<file path="config.mk">
export PLATFORM = sky130hd
export DESIGN_NAME = button_debouncer
export DESIGN_NICKNAME = d
export VERILOG_FILES = /design/src/rtl/button_debouncer.sv
export SDC_FILE = /design/constraint.sdc
export NUM_CORES = 1
export LEC_CHECK = 0
export CORE_ASPECT_RATIO = 0.9
export CORE_MARGIN = 2
export CORE_UTILIZATION = 35
export CTS_CLUSTER_SIZE = 30
export DETAILED_ROUTE_END_ITERATION = 8
export PLACE_DENSITY = 0.48
export SETUP_SLACK_MARGIN = 0.05
export SLEW_MARGIN = 30
export SYNTH_ARGS = -nofsm -noshare
export SYNTH_HDL_FRONTEND = slang
export SYNTH_SLANG_ARGS = --single-unit
</file>
<file path="constraint.sdc">
create_clock -name clk -period 6.1 [get_ports clk]
set_input_delay 1.22 -clock clk [delete_from_list [all_inputs] [get_ports clk]]
set_output_delay 1.22 -clock clk [all_outputs]
set_load 0.03 [all_outputs]
</file>
<file path="src/rtl/button_debouncer.sv">
// -----------------------------------------------------------------------------
// button_debouncer
//
// Multi-channel push-button conditioner. Each channel synchronises its raw pin,
// normalises polarity (1 = pressed), accepts a level change only after it has
// been stable for DEBOUNCE_CYCLES consecutive samples, and emits one-cycle
// press / release pulses. A per-channel FSM produces auto-repeat pulses while
// a button is held.
//
// Ports
//   clk         : sole clock, all logic on the rising edge
//   reset       : synchronous, active-high reset
//   btn_raw     : [NUM_BTN] asynchronous raw button pins
//   btn_level   : [NUM_BTN] debounced level, 1 = pressed (registered)
//   btn_press   : [NUM_BTN] one-cycle pulse on accepted press (registered)
//   btn_release : [NUM_BTN] one-cycle pulse on accepted release (registered)
//   btn_repeat  : [NUM_BTN] one-cycle auto-repeat pulse while held (registered)
//
// Repeat FSM states
//   state        | meaning
//   -------------+------------------------------------------------------------
//   ST_IDLE      | button released (or auto-repeat disabled)
//   ST_HOLD_WAIT | pressed, counting REPEAT_DELAY cycles to the first repeat
//   ST_REPEATING | held past the delay, pulsing every REPEAT_PERIOD cycles
// -----------------------------------------------------------------------------
module button_debouncer #(
    parameter int NUM_BTN         = 2,
    parameter int DEBOUNCE_CYCLES = 500000,
    parameter int ACTIVE_LOW      = 1,
    parameter int REPEAT_DELAY    = 25000000,
    parameter int REPEAT_PERIOD   = 5000000
) (
    input  logic               clk,
    input  logic               reset,
    input  logic [NUM_BTN-1:0] btn_raw,
    output logic [NUM_BTN-1:0] btn_level,
    output logic [NUM_BTN-1:0] btn_press,
    output logic [NUM_BTN-1:0] btn_release,
    output logic [NUM_BTN-1:0] btn_repeat
);

    localparam int DB_W    = $clog2(DEBOUNCE_CYCLES + 1);
    localparam int RPT_MAX = (REPEAT_DELAY > REPEAT_PERIOD) ? REPEAT_DELAY : REPEAT_PERIOD;
    localparam int RPT_W   = (RPT_MAX < 2) ? 1 : $clog2(RPT_MAX + 1);

    // Terminal count is one below the target: the edge on which the counter
    // would reach DEBOUNCE_CYCLES is the edge that accepts the change.
    localparam logic [DB_W-1:0] DB_TC = DB_W'(DEBOUNCE_CYCLES - 1);

    // Synchronizer reset value is the released pin level.
    localparam logic [NUM_BTN-1:0] SYNC_RST = {NUM_BTN{(ACTIVE_LOW != 0)}};

    typedef enum logic [1:0] {
        ST_IDLE      = 2'd0,
        ST_HOLD_WAIT = 2'd1,
        ST_REPEATING = 2'd2
    } rpt_state_e;

    logic [NUM_BTN-1:0] sync1_q;
    logic [NUM_BTN-1:0] sync2_q;
    logic [NUM_BTN-1:0] sample;

    always_ff @(posedge clk) begin
        if (reset) begin
            sync1_q <= SYNC_RST;
            sync2_q <= SYNC_RST;
        end else begin
            sync1_q <= btn_raw;
            sync2_q <= sync1_q;
        end
    end

    assign sample = (ACTIVE_LOW != 0) ? ~sync2_q : sync2_q;

    for (genvar g = 0; g < NUM_BTN; g++) begin : g_ch

        logic [DB_W-1:0] db_cnt_q;
        logic [DB_W-1:0] db_cnt_d;
        logic            level_q;
        logic            level_d;
        logic            press_q;
        logic            press_d;
        logic            release_q;
        logic            release_d;
        logic            accept;

        // Stability counter: cleared whenever the sample agrees with the
        // accepted level, so only an unbroken run of differing samples counts.
        always_comb begin
            db_cnt_d = '0;
            level_d  = level_q;
            accept   = 1'b0;
            if (sample[g] != level_q) begin
                if (db_cnt_q == DB_TC) begin
                    accept  = 1'b1;
                    level_d = ~level_q;
                end else begin
                    db_cnt_d = db_cnt_q + DB_W'(1);
                end
            end
            press_d   = accept & ~level_q;
            release_d = accept &  level_q;
        end

        always_ff @(posedge clk) begin
            if (reset) begin
                db_cnt_q  <= '0;
                level_q   <= 1'b0;
                press_q   <= 1'b0;
                release_q <= 1'b0;
            end else begin
                db_cnt_q  <= db_cnt_d;
                level_q   <= level_d;
                press_q   <= press_d;
                release_q <= release_d;
            end
        end

        assign btn_level[g]   = level_q;
        assign btn_press[g]   = press_q;
        assign btn_release[g] = release_q;

        if (REPEAT_DELAY > 0) begin : g_rpt

            localparam logic [RPT_W-1:0] RD_TC   = RPT_W'(REPEAT_DELAY - 1);
            localparam logic [RPT_W-1:0] RP_TC   = RPT_W'(REPEAT_PERIOD - 1);
            localparam logic [RPT_W-1:0] RPT_SAT = {RPT_W{1'b1}};

            rpt_state_e       state_q;
            logic [RPT_W-1:0] rpt_cnt_q;
            logic             repeat_q;

            // The press edge only moves IDLE->HOLD_WAIT, and a release edge
            // forces IDLE before any repeat can fire, so repeat never shares a
            // cycle with press or release.
            always_ff @(posedge clk) begin
                if (reset) begin
                    state_q   <= ST_IDLE;
                    rpt_cnt_q <= '0;
                    repeat_q  <= 1'b0;
                end else begin
                    repeat_q <= 1'b0;
                    if (release_d) begin
                        state_q   <= ST_IDLE;
                        rpt_cnt_q <= '0;
                    end else begin
                        case (state_q)
                            ST_IDLE: begin
                                if (press_d) begin
                                    state_q   <= ST_HOLD_WAIT;
                                    rpt_cnt_q <= '0;
                                end
                            end
                            ST_HOLD_WAIT: begin
                                if (rpt_cnt_q == RD_TC) begin
                                    repeat_q  <= 1'b1;
                                    state_q   <= ST_REPEATING;
                                    rpt_cnt_q <= '0;
                                end else if (rpt_cnt_q != RPT_SAT) begin
                                    rpt_cnt_q <= rpt_cnt_q + RPT_W'(1);
                                end
                            end
                            ST_REPEATING: begin
                                if (rpt_cnt_q == RP_TC) begin
                                    repeat_q  <= 1'b1;
                                    rpt_cnt_q <= '0;
                                end else if (rpt_cnt_q != RPT_SAT) begin
                                    rpt_cnt_q <= rpt_cnt_q + RPT_W'(1);
                                end
                            end
                            default: begin
                                state_q   <= ST_IDLE;
                                rpt_cnt_q <= '0;
                            end
                        endcase
                    end
                end
            end

            assign btn_repeat[g] = repeat_q;

        end else begin : g_no_rpt

            assign btn_repeat[g] = 1'b0;

        end
    end

endmodule
</file>
==> results of run 1 <==
-- cell usage after synthesis, types with 3 or more instances --
| master | count | share of area |
|---|---|---|
| buf_2 | 8 | 0.0078 |
| a31oi_1 | 3 | 0.0037 |
| o21ai_0 | 7 | 0.0068 |
| o31ai_1 | 3 | 0.0044 |
| or3_1 | 5 | 0.0061 |
| a21oi_1 | 12 | 0.012 |
| xor2_1 | 43 | 0.073 |
| a211oi_1 | 3 | 0.0044 |
| nor4b_1 | 12 | 0.020 |
| and3_1 | 10 | 0.012 |
| nor3b_1 | 3 | 0.0044 |
| nor3_1 | 12 | 0.012 |
| clkbuf_1 | 8 | 0.0059 |
| nor2_1 | 102 | 0.075 |
| nand4_1 | 28 | 0.034 |
| inv_1 | 10 | 0.0073 |
| or4_1 | 5 | 0.0073 |
| buf_6 | 3 | 0.0066 |
| and4_1 | 12 | 0.020 |
| nor4bb_1 | 3 | 0.0059 |
| nand2_1 | 46 | 0.034 |
| ha_1 | 12 | 0.029 |
| buf_4 | 8 | 0.012 |
| xnor2_1 | 31 | 0.053 |
| nor2b_1 | 3 | 0.0037 |
| nand3_1 | 51 | 0.050 |
| or2_2 | 10 | 0.012 |
| dfxtp_1 | 104 | 0.41 |
| nor4_1 | 12 | 0.015 |
-- per-layer routing --
layer | vias to the layer above | GRT usage | wire length [um]
li1 | 2103 | - | -
met1 | 1896 | 0.206 | 5540
met2 | 60 | 0.215 | 4760
met3 | 7 | 0.0464 | 463
met4 | 0 | 0.0476 | 131
met5 | - | 0 | 0
-- worst max-delay path, delay by kind of cell --
kind / cells / cell delay, ps
AO/OA/AOI/OAI: 2 / 960
buffers and inverters: 1 / 620
AND/OR/NAND/NOR: 1 / 250
-- registers in the layout, summed over array words and instances, names as in the netlist --
register / flops
g_ch.g_rpt.rpt_cnt_q: 50
g_ch.db_cnt_q: 38
g_ch.g_rpt.state_q: 4
g_ch.g_rpt.repeat_q: 2
g_ch.level_q: 2
g_ch.press_q: 2
g_ch.release_q: 2
sync1_q: 2
sync2_q: 2
-- cells by family after synthesis --
group	Yosys count	share of synthesized area
AO/OA/AOI/OAI	41	0.0544
adder cells (fa/ha/maj)	12	0.0293
flip-flops	104	0.406
AND/OR/NAND/NOR	330	0.341
XOR/XNOR	74	0.126
buffers and inverters	37	0.0393
multiplexers	2	0.00390
-- metrics by stage --
step,std cells,cell area (sq um)
floorplan,600,5130
global placement,778,5330
detailed placement,778,5340
CTS,793,5670
global route,793,5670
finish,793,5670
-- report_power, final --
group	internal (mW)	switching, mW
clock	0.373	0.272
combinational	0.00986	0.0232
sequential	0.681	0.00225
-- final cells by class --
type | count | share of cell area
multi-input cells | 459 | 0.506
clock buffers | 10 | 0.0421
clock inverters | 5 | 0.0154
inverters | 10 | 0.00662
repair buffers | 12 | 0.0207
flip-flops and latches | 104 | 0.367
well taps | 193 | 0.0426
-- worst paths after layout --
path | to | cells after the start | from | slack (ps)
max | g_ch[1].g_rpt.rpt_cnt_q[10]$_SDFFE_PP0P_ | 4 | reset | 3330
min | sync2_q[1]$_SDFF_PP1_ | 1 | sync1_q[1]$_SDFF_PP1_ | 410
max reg2reg | g_ch[1].g_rpt.rpt_cnt_q[10]$_SDFFE_PP0P_ | 7 | g_ch[1].g_rpt.rpt_cnt_q[0]$_SDFFE_PP0P_ | 3390
min reg2reg | sync2_q[1]$_SDFF_PP1_ | 1 | sync1_q[1]$_SDFF_PP1_ | 410
==> out/qor.csv, run 1 <==
stage,metric,value,unit
outcome,status,"complete, no violations",
drt,vias,4066,
synthesis,synth_cell_types,53,
clock_tree,tritoncts.num_buffers,9,
power_and_ir_drop,fin_total_pwr,1.36,mW
die,die_y,119,um
sta,min_period,2770,ps
die,die_w,132,um
setup_path,worstSetupPathType,in2reg,
sta,hold_viol_final,0,
setup_path,cp-start-kind,primary input,
clock_tree,cts_tree,yes,
setup_path,cp_max_fo,24,
synthesis,yosys_register_bits,104,
sta,max_freq,361,MHz
setup_path,path_cells,"clkdlybuf4s50_1, a31oi_1, o21ai_4, nor3_1",
place,gp_congestion,0.847,
global_routing,grt.total_usage,0.147,
die,start_util,0.362,
global_routing,grt_max_degree,26,
drt,drc,0,
power_and_ir_drop,vdd_drop_max,173,uV
final_layout,multi_input_area,2870,sq um
synthesis,async_flop_share,0,
clock_tree,ctsRootBufferMaster,clkbuf_16,
synthesis,avgSynthCellArea,8.55,sq um
sta,fin_ws,3330,ps
die,die-area,15600,sq um
clock_tree,post_cts_resized,0,
job,drv_cap,0,
final_layout,final_core_util,0.401,
global_routing,grt.overflow.total,0,
synthesis,syn_inst,600,
clock_tree,hold_buffers,0,
clock_tree,cts_sinks,104,
synthesis,ys_seq_area_frac,0.406,
clock_tree,clock_latency,370,ps
drt,wl_per_cell,13.7,um
die,coreArea,14200,sq um
sta,min_period_over_period,0.454,
sta,grt_setup_unrepaired,false,
sta,worst_hold_slack,415,ps
clock_tree,htree_levels,3,
sta,setup_viol,0,
final_layout,seqCellArea,2080,sq um
synthesis,synth_enable_flop_cells,0,
place,hpwl,7390,um
sta,skew,14.9,ps
sta,worst_pin_slew,852,ps
setup_path,required,6390,ps
drt,ant_nets,0,
die,io_pins,12,
place,dp_slack,2930,ps
final_layout,final_common_cell,dfxtp_1,
drt,drtIter0Drc,182,
place,port_buffers,11,
final_layout,num-fill-cells,1477,
drt,routed_via_density,5.13,
drt,dr.pass1.iters,4,
drt,routed_wl,10900,um
clock_tree,clockBufferDepth,2,
synthesis,synthesis.area,5130,sq um
final_layout,drive_above_1_share,0.0650,
global_routing,grt_pass1_vias,3810,
global_routing,grt_pass1_wl,18800,um
synthesis,synth_nets,616,
final_layout,areaGrowthSynthToFinish,10.6,%
clock_tree,cts_setup_buffers,0,
min_path,hp-class,reg2reg,
final_layout,final_cell_mix,"dfxtp_1 (104), nor2_1 (102), nand3_1 (51)",
power_and_ir_drop,cellLeakagePower,1.75,nW
sta,tns,0,ps
setup_path,cp_slowest_cell,clkdlybuf4s50_1,
clock_tree,clk_pin_slew,80,ps
final_layout,nets,612,
setup_path,critPathArrivalTime,3060,ps
sta,slew_viol_final,0,
synthesis,ys.flop_type,dfxtp_1,
setup_path,end_kind,flop,
global_routing,antenna_found_initial,0,
sta,slew_headroom,0.432,
power_and_ir_drop,power_density,240,nW/um^2
final_layout,diodes,0,
setup_path,max_stage_delay,620,ps
die,row_count,41,
synthesis,synth_warnings,0,
No activity file was read; power rests on OpenSTA's default activity.
==> run 2, diff against run 1 <==
- PLACE_DENSITY: 0.48 -> 0.5
- clock period: 6.1 -> 2.54 ns (I/O delays scaled with it)
==> out/qor.csv, run 2 (synthesized netlist as in run 1, its figures left out) <==
stage,metric,value,unit
clock_tree,clk_pin_slew,70,ps
sta,grt_setup_unrepaired,false,
sta,max_freq,433,MHz
sta,tns,0,ps
power_and_ir_drop,cellLeakagePower,1.86,nW
power_and_ir_drop,fin_total_pwr,3.24,mW
setup_path,cp_slowest_cell,nor4b_1,
sta,hold_viol_final,0,
outcome,status,"complete, no violations",
power_and_ir_drop,pwr-share-comb,0.027,
clock_tree,ctsRootBufferMaster,clkbuf_16,
die,die_w,132,um
final_layout,final_common_cell,dfxtp_1,
power_and_ir_drop,p_sw_frac,0.216,
global_routing,grt.total_usage,0.147,
clock_tree,cts_tree,yes,
clock_tree,clockBufferDepth,2,
power_and_ir_drop,power_density,557,nW/um^2
global_routing,grt_pass1_wl,19000,um
drt,ant_nets,0,
final_layout,finalInstanceArea,5820,sq um
setup_path,path_cells,"ha_1, and4_2, nand2_1, o31a_1, buf_4, nor4b_1, xnor2_1, nor2_1",
sta,slew_headroom,0.653,
final_layout,areaGrowthSynthToFinish,13.3,%
clock_tree,htree_levels,3,
power_and_ir_drop,cell_internal_pwr,2.54,mW
sta,min_period,2310,ps
final_layout,nets,633,
clock_tree,tritoncts.num_buffers,9,
sta,setup_viol,0,
final_layout,final_cell_mix,"dfxtp_1 (104), nor2_1 (102), nand3_1 (51)",
clock_tree,post_cts_resized,0,
sta,worst_hold_slack,410,ps
setup_path,worstSetupPathType,reg2reg,
drt,wl_per_cell,13.5,um
place,placed_area,5490,sq um
sta,skew,9.77,ps
drt,routed_wl,11000,um
setup_path,critPathArrivalTime,2560,ps
die,die-area,15600,sq um
clock_tree,cts_setup_buffers,0,
global_routing,grt.overflow.total,0,
sta,min_period_over_period,0.909,
drt,routed_via_density,5.11,
global_routing,antenna_found_initial,0,
final_layout,largest_register,g_ch.g_rpt.rpt_cnt_q,
die,row_count,41,
power_and_ir_drop,seqPwrFrac,0.507,
place,hpwl,7700,um
die,coreArea,14200,sq um
sta,worst_pin_slew,517,ps
place,dpl.cell_count,799,
setup_path,required,2800,ps
setup_path,max_stage_delay,410,ps
final_layout,num-fill-cells,1466,
power_and_ir_drop,vdd_drop_max,457,uV
drt,drc,0,
drt,drtIter0Drc,199,
drt,vias,4163,
die,die_y,119,um
setup_path,cp_max_fo,18,
place,dp_slack,260,ps
place,port_buffers,11,
final_layout,largest_reg_flops,50,
final_layout,drive_above_1_share,0.0981,
min_path,hp-class,reg2reg,
clock_tree,hold_buffers,0,
place,gp_congestion,0.878,
drt,dr.pass1.iters,4,
clock_tree,clock_latency,360,ps
final_layout,diodes,0,
power_and_ir_drop,p_switching,0.699,mW
setup_path,end_kind,flop,
global_routing,grt_max_degree,23,
job,drv_cap,0,
power_and_ir_drop,clkPwrFrac,0.466,
sta,slew_viol_final,0,
die,io_pins,12,
clock_tree,cts_sinks,104,
setup_path,cp-start-kind,flop,
final_layout,reg_top3,"g_ch.g_rpt.rpt_cnt_q x50, g_ch.db_cnt_q x38, g_ch.g_rpt.state_q x4",
final_layout,fin_cells,815,
final_layout,final_core_util,0.411,
die,start_util,0.362,
sta,fin_ws,232,ps
global_routing,grt_pass1_vias,3930,
## run 2: changes by cell type in the layout (fill, tap and decap cells not counted), sizes merged
cell,delta
buf,+21
clkinv,+2
clkinvlp,-1
## run 2: cell type report
cell class | instances | area [sq um] | area share
flip-flops and latches | 104 | 2080 | 0.358
clock buffers | 10 | 229 | 0.0394
well taps | 193 | 241 | 0.0415
multi-input cells | 459 | 2860 | 0.492
clock inverters | 6 | 91.3 | 0.0157
inverters | 10 | 37.5 | 0.00645
repair buffers | 33 | 275 | 0.0473
## run 2: path summary, 6_finish.rpt
path	slack [ps]	cells past startpoint	end	startpoint
worst min register to register	410	1	sync2_q[0]$_SDFF_PP1_	sync1_q[0]$_SDFF_PP1_
worst min-delay path	410	1	sync2_q[0]$_SDFF_PP1_	sync1_q[0]$_SDFF_PP1_
worst max-delay path	230	8	g_ch[0].g_rpt.rpt_cnt_q[19]$_SDFFE_PP0P_	g_ch[0].db_cnt_q[0]$_SDFF_PP0_
worst max register to register	230	8	g_ch[0].g_rpt.rpt_cnt_q[19]$_SDFFE_PP0P_	g_ch[0].db_cnt_q[0]$_SDFF_PP0_
## run 2: critical path: cells and delay by family (launching register included)
family	cells	cell delay, ps
and+or+nand+nor	4	850
buffers and inverters	1	210
xor gates and xnor gates	1	160
AOI/OAI and AO/OA	1	360
adders and majority gates	1	230
DFF	1	370
## run 2: per-layer routing
| layer | GRT usage | up-vias | routed length, um |
|---|---|---|---|
| met4 | 0.0353 | 0 | 101 |
| met3 | 0.0438 | 8 | 497 |
| met5 | 0 | - | 0 |
| li1 | - | 2141 | - |
| met1 | 0.204 | 1953 | 5650 |
| met2 | 0.223 | 61 | 4730 |
## run 2: power groups by stage
stage	sequential (mW)	combinational [mW]	clock, mW
after floorplan	1.68	0.0595	0
after global placement	1.68	0.0890	0
after detailed placement	1.68	0.0895	0
after CTS	1.64	0.0901	1.57
after global routing	1.64	0.101	1.62
final	1.64	0.0886	1.51
